===== src/rtl/handshake_const_check_pkg.sv =====
// Shared types and helpers for the handshake buffer family: buffer
// occupancy state and a saturating counter increment.
package handshake_const_check_pkg;

  typedef enum logic [0:0] {
    ST_EMPTY = 1'b0,
    ST_FULL  = 1'b1
  } buf_state_e;

  // Counters up to 32 bits wide share this helper; max_val is the all-ones
  // value of the caller's counter width.
  function automatic logic [31:0] sat_inc(input logic [31:0] val,
                                          input logic [31:0] max_val);
    logic [31:0] res;
    if (val >= max_val) begin
      res = val;
    end else begin
      res = val + 32'd1;
    end
    return res;
  endfunction

endpackage


===== src/rtl/handshake_oehb_1b.sv =====
// One-entry opaque buffer carrying a 1-bit token. ins_ready depends only on
// the buffer state and outs_ready, never on ins_valid.
module handshake_oehb_1b
  import handshake_const_check_pkg::*;
(
  input  logic clk,
  input  logic rst,
  input  logic ins,
  input  logic ins_valid,
  output logic ins_ready,
  output logic outs,
  output logic outs_valid,
  input  logic outs_ready
);

  buf_state_e state_r;
  buf_state_e state_next_s;
  logic       ins_ready_s;
  logic       load_s;
  logic       outs_r;

  // Buffer occupancy register
  always_ff @(posedge clk or negedge rst) begin
    if (!rst) begin
      state_r <= ST_EMPTY;
    end else begin
      state_r <= state_next_s;
    end
  end

  // Next-state and ready logic
  always_comb begin
    state_next_s = state_r;
    ins_ready_s  = 1'b1;
    case (state_r)
      ST_EMPTY: begin
        ins_ready_s = 1'b1;
        if (ins_valid) begin
          state_next_s = ST_FULL;
        end else begin
          state_next_s = ST_EMPTY;
        end
      end
      ST_FULL: begin
        ins_ready_s = outs_ready;
        if (outs_ready && !ins_valid) begin
          state_next_s = ST_EMPTY;
        end else begin
          state_next_s = ST_FULL;
        end
      end
      default: begin
        ins_ready_s  = 1'b1;
        state_next_s = ST_EMPTY;
      end
    endcase
  end

  assign load_s = ins_valid & ins_ready_s;

  // Token register; holds while stalled so outs stays stable under backpressure
  always_ff @(posedge clk or negedge rst) begin
    if (!rst) begin
      outs_r <= 1'b0;
    end else if (load_s) begin
      outs_r <= ins;
    end
  end

  assign ins_ready  = ins_ready_s;
  assign outs       = outs_r;
  assign outs_valid = (state_r == ST_FULL);

endmodule


===== src/rtl/handshake_const_check.sv =====
// Consumer-side constant checker: turns each accepted token into a match flag
// and keeps saturating match/mismatch statistics plus the first bad value.
module handshake_const_check
  import handshake_const_check_pkg::*;
#(
  parameter int          DATA_WIDTH  = 32,
  parameter logic [31:0] CONST_VALUE = 32'h001A48D7,
  parameter int          CNT_WIDTH   = 16
) (
  input  logic                  clk,
  input  logic                  rst,
  input  logic [DATA_WIDTH-1:0] ins,
  input  logic                  ins_valid,
  output logic                  ins_ready,
  output logic                  outs,
  output logic                  outs_valid,
  input  logic                  outs_ready,
  input  logic                  clr_stats,
  output logic [CNT_WIDTH-1:0]  match_count,
  output logic [CNT_WIDTH-1:0]  mismatch_count,
  output logic                  mismatch_seen,
  output logic [DATA_WIDTH-1:0] first_bad
);

  localparam logic [DATA_WIDTH-1:0] CONST_D = DATA_WIDTH'(CONST_VALUE);
  localparam logic [31:0] CNT_MAX = 32'((64'd1 << CNT_WIDTH) - 64'd1);

  logic                  match_s;
  logic                  ins_ready_s;
  logic                  accept_s;
  logic [CNT_WIDTH-1:0]  match_count_r;
  logic [CNT_WIDTH-1:0]  mismatch_count_r;
  logic                  mismatch_seen_r;
  logic [DATA_WIDTH-1:0] first_bad_r;

  assign match_s  = (ins == CONST_D);
  assign accept_s = ins_valid & ins_ready_s;

  handshake_oehb_1b u_buf (
    .clk        (clk),
    .rst        (rst),
    .ins        (match_s),
    .ins_valid  (ins_valid),
    .ins_ready  (ins_ready_s),
    .outs       (outs),
    .outs_valid (outs_valid),
    .outs_ready (outs_ready)
  );

  // Statistics; clear wins over a same-cycle accept, which then goes uncounted
  always_ff @(posedge clk or negedge rst) begin
    if (!rst) begin
      match_count_r    <= '0;
      mismatch_count_r <= '0;
      mismatch_seen_r  <= 1'b0;
      first_bad_r      <= '0;
    end else if (clr_stats) begin
      match_count_r    <= '0;
      mismatch_count_r <= '0;
      mismatch_seen_r  <= 1'b0;
      first_bad_r      <= '0;
    end else if (accept_s) begin
      if (match_s) begin
        match_count_r <= CNT_WIDTH'(sat_inc(32'(match_count_r), CNT_MAX));
      end else begin
        mismatch_count_r <= CNT_WIDTH'(sat_inc(32'(mismatch_count_r), CNT_MAX));
        if (!mismatch_seen_r) begin
          first_bad_r     <= ins;
          mismatch_seen_r <= 1'b1;
        end
      end
    end
  end

  assign ins_ready      = ins_ready_s;
  assign match_count    = match_count_r;
  assign mismatch_count = mismatch_count_r;
  assign mismatch_seen  = mismatch_seen_r;
  assign first_bad      = first_bad_r;

endmodule


===== config.mk =====
export PLATFORM = sky130hd
export DESIGN_NAME = handshake_const_check
export DESIGN_NICKNAME = d
export VERILOG_FILES = /design/src/rtl/handshake_const_check_pkg.sv /design/src/rtl/handshake_oehb_1b.sv /design/src/rtl/handshake_const_check.sv
export SDC_FILE = /design/constraint.sdc
export NUM_CORES = 1
export LEC_CHECK = 0
export ABC_AREA = 1
export BUFFER_PORTS_ARGS = -buffer_cell sky130_fd_sc_hd__buf_2
export CORE_ASPECT_RATIO = 0.6
export CORE_MARGIN = 4
export CORE_UTILIZATION = 46
export DETAILED_ROUTE_END_ITERATION = 16
export GPL_TIMING_DRIVEN = 0
export PLACE_DENSITY_LB_ADDON = 0.15
export SYNTH_ARGS = -nofsm -noshare
export SYNTH_HDL_FRONTEND = slang
export SYNTH_SLANG_ARGS = --single-unit

===== constraint.sdc =====
create_clock -name clk -period 2.95 [get_ports clk]
set_input_delay 0.885 -clock clk [delete_from_list [all_inputs] [get_ports clk]]
set_output_delay 0.885 -clock clk [all_outputs]
set_load 0.03 [all_outputs]

== Word level (Yosys, flattened, before mapping) ==
Index checks and enable logic that the tools add are counted.

* Add/sub/neg operators: 2
* Reductions and logical operators: 8
* Equality and inequality tests: 5
* Bitwise operators: 2
* Order comparisons: 2
* Mux-type cells: 19

{| class="wikitable"
|+ Operator list
! cell !! number
|-
| 16-bit two-way mux || 8
|-
| 32-bit two-way mux || 4
|-
| 16-bit by 1-bit adder with 16-bit output, second input constant || 2
|-
| 32-bit by 21-bit equality test with 1-bit output, second input constant || 1
|-
| 16-bit greater-or-equal comparator, second input constant || 2
|-
| 3-bit AND reduction || 3
|-
| 2-bit inequality test, second input constant || 4
|-
| 1-bit two-way mux || 5
|-
| 1-bit one-hot mux with 2 select lines || 2
|-
| 2-bit nonzero test || 2
|-
| 2-bit AND reduction || 1
|-
| 1-bit AND || 1
|-
| 1-bit logical AND || 1
|-
| 1-bit zero test || 1
|-
| 1-bit inverter || 1
|}

* Logic and storage cells: 44
* Register bits: 67
* Input bits: 37
* Output and inout bits: 68

== Logic depth before layout (Yosys ltp) ==
* Depth after elaboration: 5
* Mapped depth: 12
* Mapped depth without buffers: 11

== By module ==
From an unflattened synthesis, not the netlist that was laid out.

* Cell total of the unflattened synthesis: 602
* Area total of the unflattened synthesis: 4,096.4 um2

{| class="wikitable"
|+ Modules (own cells, without submodules)
! module !! sequential area each (um2) !! instances !! cells each !! area an instance (um2)
|-
| handshake_const_check || 1,626.6 || 1 || 592 || 4,012.6
|-
| handshake_oehb_1b || 50.0 || 1 || 10 || 83.8
|}

== Worst setup path after synthesis ==
Ideal clock, no wire load.

* Path type: input to register
* Start point: in outs_ready
* End point: reg match_count_r[15], in the netlist match_count[15]
* Slack: 910 ps
* Stages on the path: 10
* Buffers on the path: 1
* Arrival: 1,923 ps
* Library setup time: 117 ps
* Data required time: 2,833 ps
* Cells stage by stage: inv_1 -> nand2_1 -> nand2_1 -> nand2_1 -> nand2_2 -> inv_4 -> nand2_8 -> buf_6 -> nand2_1 -> nand2_1

* Longest elaborated chain between the ends: 4

{| class="wikitable"
|+ Ends and longest elaborated chain
! item !! RTL line !! source
|-
| start, declared || handshake_const_check.sv:17 || <nowiki>input logic outs_ready,</nowiki>
|-
| 1-bit one-hot mux with 2 select lines || handshake_oehb_1b.sv:35 || <nowiki>case (state_r)</nowiki>
|-
| via ins_ready || handshake_const_check.sv:14 || <nowiki>output logic ins_ready,</nowiki>
|-
| 1-bit AND || handshake_const_check.sv:37 || <nowiki>assign accept_s = ins_valid & ins_ready_s;</nowiki>
|-
| 2-bit nonzero test (no line) || -- ||
|-
| 3-bit AND reduction (no line) || -- ||
|-
| end signal, assigned || handshake_const_check.sv:64 || <nowiki>match_count_r <= CNT_WIDTH'(sat_inc(32'(match_count_r), CNT_MAX));</nowiki>
|-
| end, declared || handshake_const_check.sv:31 || <nowiki>logic [CNT_WIDTH-1:0] match_count_r;</nowiki>
|}

The timed path passes the listed nets, and every way through them passes these cells.
A chain may end at the register's enable or synchronous reset.

== Final worst setup path ==
* Start point: in outs_ready
* End point: out ins_ready

* Longest elaborated chain between the ends: 1

{| class="wikitable"
|+ Ends and longest elaborated chain
! item !! RTL line
|-
| 1-bit one-hot mux with 2 select lines || handshake_oehb_1b.sv:35
|-
| end, declared || handshake_const_check.sv:14
|}

No other way between the ends.

==> summary.txt <==
STA
  – Period utilization: 0.733
  – Post-Route Skew: approximately 0.0046 ns
  – Final Slew Violations: 0
  – Hold Vio Cnt, Final: 0
  – Setup TNS: 0 ns
  – Min cycle time layout: 2.16 ns
  – # setup viols final: 0
  – Slew Limit Headroom: 0.426
  – RSZ-0062 raised after global routing: false
  – Fmax: 463 MHz
  – Worst-Margin Slew: 0.861 ns

Clock tree
  – Hold-fix buffers, CTS: 0
  – Skew-Pair Late Insertion Delay: 0.34 ns
  – Reg clk slew, reported paths: about 0.05 ns
  – Clk sinks: between 60 and 70
  – CTS tree: done
  – # Post-CTS Setup Buffers: 0
  – Post-CTS sizing: 0
  – Clk buf depth: 2
  – TritonCTS buffer count: 9
  – CTS root buffer: clkbuf_16
  – H-tree depth: 3

Floorplan
  – I/O pins: 105
  – Row cnt: 26
  – Core area: 0.00859 mm^2
  – Die ar.: 0.0106 mm^2
  – Initial Util: 0.478
  – Die span in y: 81.2 um
  – Die X: 130 um

Finish
  – Fillers: 859
  – # diodes: 0
  – Final Non-Filler Cells: 838
  – Design area: 0.00506 mm^2
  – Area growth syn-to-layout: 23.2%
  – Share of cells above drive strength 1: 0.209
  – NumNets Final: between 700 and 800

Global route
  – Global-route wire length before repair: 19.4 mm
  – Largest net degree at the start of global routing: ~70
  – GR Overflow Total: 0
  – Initial antenna violation count: 0
  – Number of global-route vias before repair: between 3000 and 4000
  – GRT Total Usage: 0.236

Synth
  – Most instantiated cells after synthesis: nand2_1, nor2_1, nand3_1
  – Syn. warnings: 0
  – Area fraction of the dominant cell type after synthesis: 0.408
  – Post-synth ARST share: 1.00
  – Sequential share of the synthesized area: 0.408
  – Post-synth EDFFs: 0
  – Mapped Cells: slightly above 600
  – Ys flop type: dfrtp_1
  – Top post-synthesis cells by area: dfrtp_1, nand2_1, nor2_1
  – Mapped Area: 0.00411 mm^2
  – Syn Area/Cell: 6.78 um^2
  – Yosys cell types: 32
  – Count leader, synth: nand2_1
  – Synth Net Count: roughly 650
  – Area leader, netlist: dfrtp_1
  – FF+latch count, synth: 67

Power and ir drop
  – VDD IR max: 0.317 mV
  – PwrDens: 502 mW/mm^2
  – Reported leakage power: 2.74 nW

Placement
  – Placed insts: slightly above 800
  – RePlAce Congestion: 0.915
  – Port buffer count: 104
  – Post-DP HPWL: 8.86 mm
  – Placement Cell Area: 0.00477 mm^2

Worst setup path
  – CP dominant cell by count: buf_2
  – Worst path top cell family by delay: buffers and inverters
  – Crit end category: output port
  – Path depth of the worst reg2reg path: 8
  – Critical path cell sequence: buf_2, inv_1, nand2_1, buf_2
  – Type of origin of the critical path: primary input
  – CP Data Arrival Time: about 1.3 ns
  – Worst EP required: 2.07 ns
  – Max stage delay on crit path: 0.21 ns
  – Slowest stage cell on the critical path: buf_2
  – Crit path depth: 4
  – CP Class: in2out
  – CP Buf/Inv Count: 3
  – Worst-path fanout max: 3

Drt
  – Final wirelength: 11.9 mm
  – Vias per Instance: 5.21
  – Detailed router's first-iteration violation count: approximately 350
  – DRT Pass-1 Iters: 5
  – Drt wl/cell: approximately 14 um
  – Vias: between 4000 and 5000
  – DRC Markers: 0
  – DRT antenna net count: 0

Worst hold path
  – Worst hold-check path type: reg2reg
  – Hold depth: 2

Run status
  – Status: finished, final reports clean

Job
  – # Max-Cap Violations: 0
==> layer usage <==
metal / track usage / vias to the layer above / routed length [um]
met1: 0.356 / 2040 / 5980
li1: - / 2172 / -
met3: 0.0558 / 11 / 786
met5: 0 / - / 0
met4: 0.0726 / 0 / 147
met2: 0.331 / 139 / 5040
==> placed cells by master (no fill, tap or decap) <==
cell       count
inv_4          1
buf_4          2
o21bai_1       4
nor2_1       110
nor2_4         1
clkbuf_1      22
nor3_1         4
nand2_4        1
clkbuf_8       1
or2_0          1
nor3b_1        1
buf_6          1
o21ai_0        1
ha_1           2
inv_1         33
and2_1         1
xor2_1        12
buf_1          5
a21oi_1        5
nand2_2        3
nor2_2         1
dfrtp_1       67
buf_2        107
xnor2_1        2
nand2_8        1
nand3_1       71
clkbuf_16      9
inv_2         18
clkinv_2       1
nand3b_1       1
bufinv_16      1
a21oi_2        1
nand3_2        2
nand4_1       43
nand2_1      189
nand3b_2       1
==> kinds of logic (layout without fill, tap and decap cells) <==
family / count (synthesis) / after routing / synth area share
buffers and inverters: 81 / 201 / 0.0786
DFF: 67 / 67 / 0.408
xor gates and xnor gates: 14 / 14 / 0.0298
adders and majority gates: 2 / 2 / 0.00609
and+or+nand+nor: 431 / 431 / 0.461
AOI/OAI and AO/OA: 11 / 11 / 0.0167
==> registers in the layout, indices dropped and copies added (netlist names) <==
register / count
u_buf.outs_valid: 1
u_buf.outs: 1
match_count: 16
first_bad: 32
mismatch_count: 16
mismatch_seen: 1
==> worst min-delay path, cell delays in order, from the launching register on <==
cell     delay (ns)
dfrtp_1        0.34
nand3_1        0.08
nand2_1        0.05
==> worst paths after layout <==
path	to	slack, ns	start
worst max-delay path	ins_ready	0.79	outs_ready
worst min-delay path	first_bad[4]	0.50	first_bad[4]
worst min register to register	first_bad[4]	0.50	first_bad[4]
min in group asynchronous	match_count[15]	0.66	rst
max in group asynchronous	mismatch_count[3]	1.73	rst
worst max register to register	mismatch_count[15]	1.07	mismatch_count[0]
==> through the flow <==
| step | hold slack, ns | utilization | total power, W | worst slack, ns |
|---|---|---|---|---|
| after floorplan | 0.589 | - | 0.00132 | 0.910 |
| after global placement | 0.481 | 0.555 | 0.00148 | 0.607 |
| after detailed placement | 0.487 | 0.556 | 0.00149 | 0.559 |
| after CTS | 0.502 | 0.589 | 0.00256 | 0.788 |
| after global routing | 0.515 | 0.589 | 0.00265 | 0.749 |
| final | 0.496 | 0.589 | 0.00254 | 0.788 |
==> area by class of cell <==
type | count | area (um^2) | area share
buffer | 29 | 125 | 0.0247
clock buffer | 14 | 254 | 0.0502
clock inverter | 2 | 35.0 | 0.00692
inverter | 52 | 198 | 0.0391
multi-input combinational | 458 | 2110 | 0.417
sequential | 67 | 1680 | 0.331
tap | 112 | 140 | 0.0277
timing repair buffer | 104 | 523 | 0.103
==> where the power goes <==
group	switching, W	total [W]	leakage (nW)	internal, W
registers	0.0000402	0.00102	0.896	0.000976
logic	0.000325	0.000455	1.71	0.000130
clock network	0.000390	0.00107	0.141	0.000677
(Power assumes the default switching activity.)
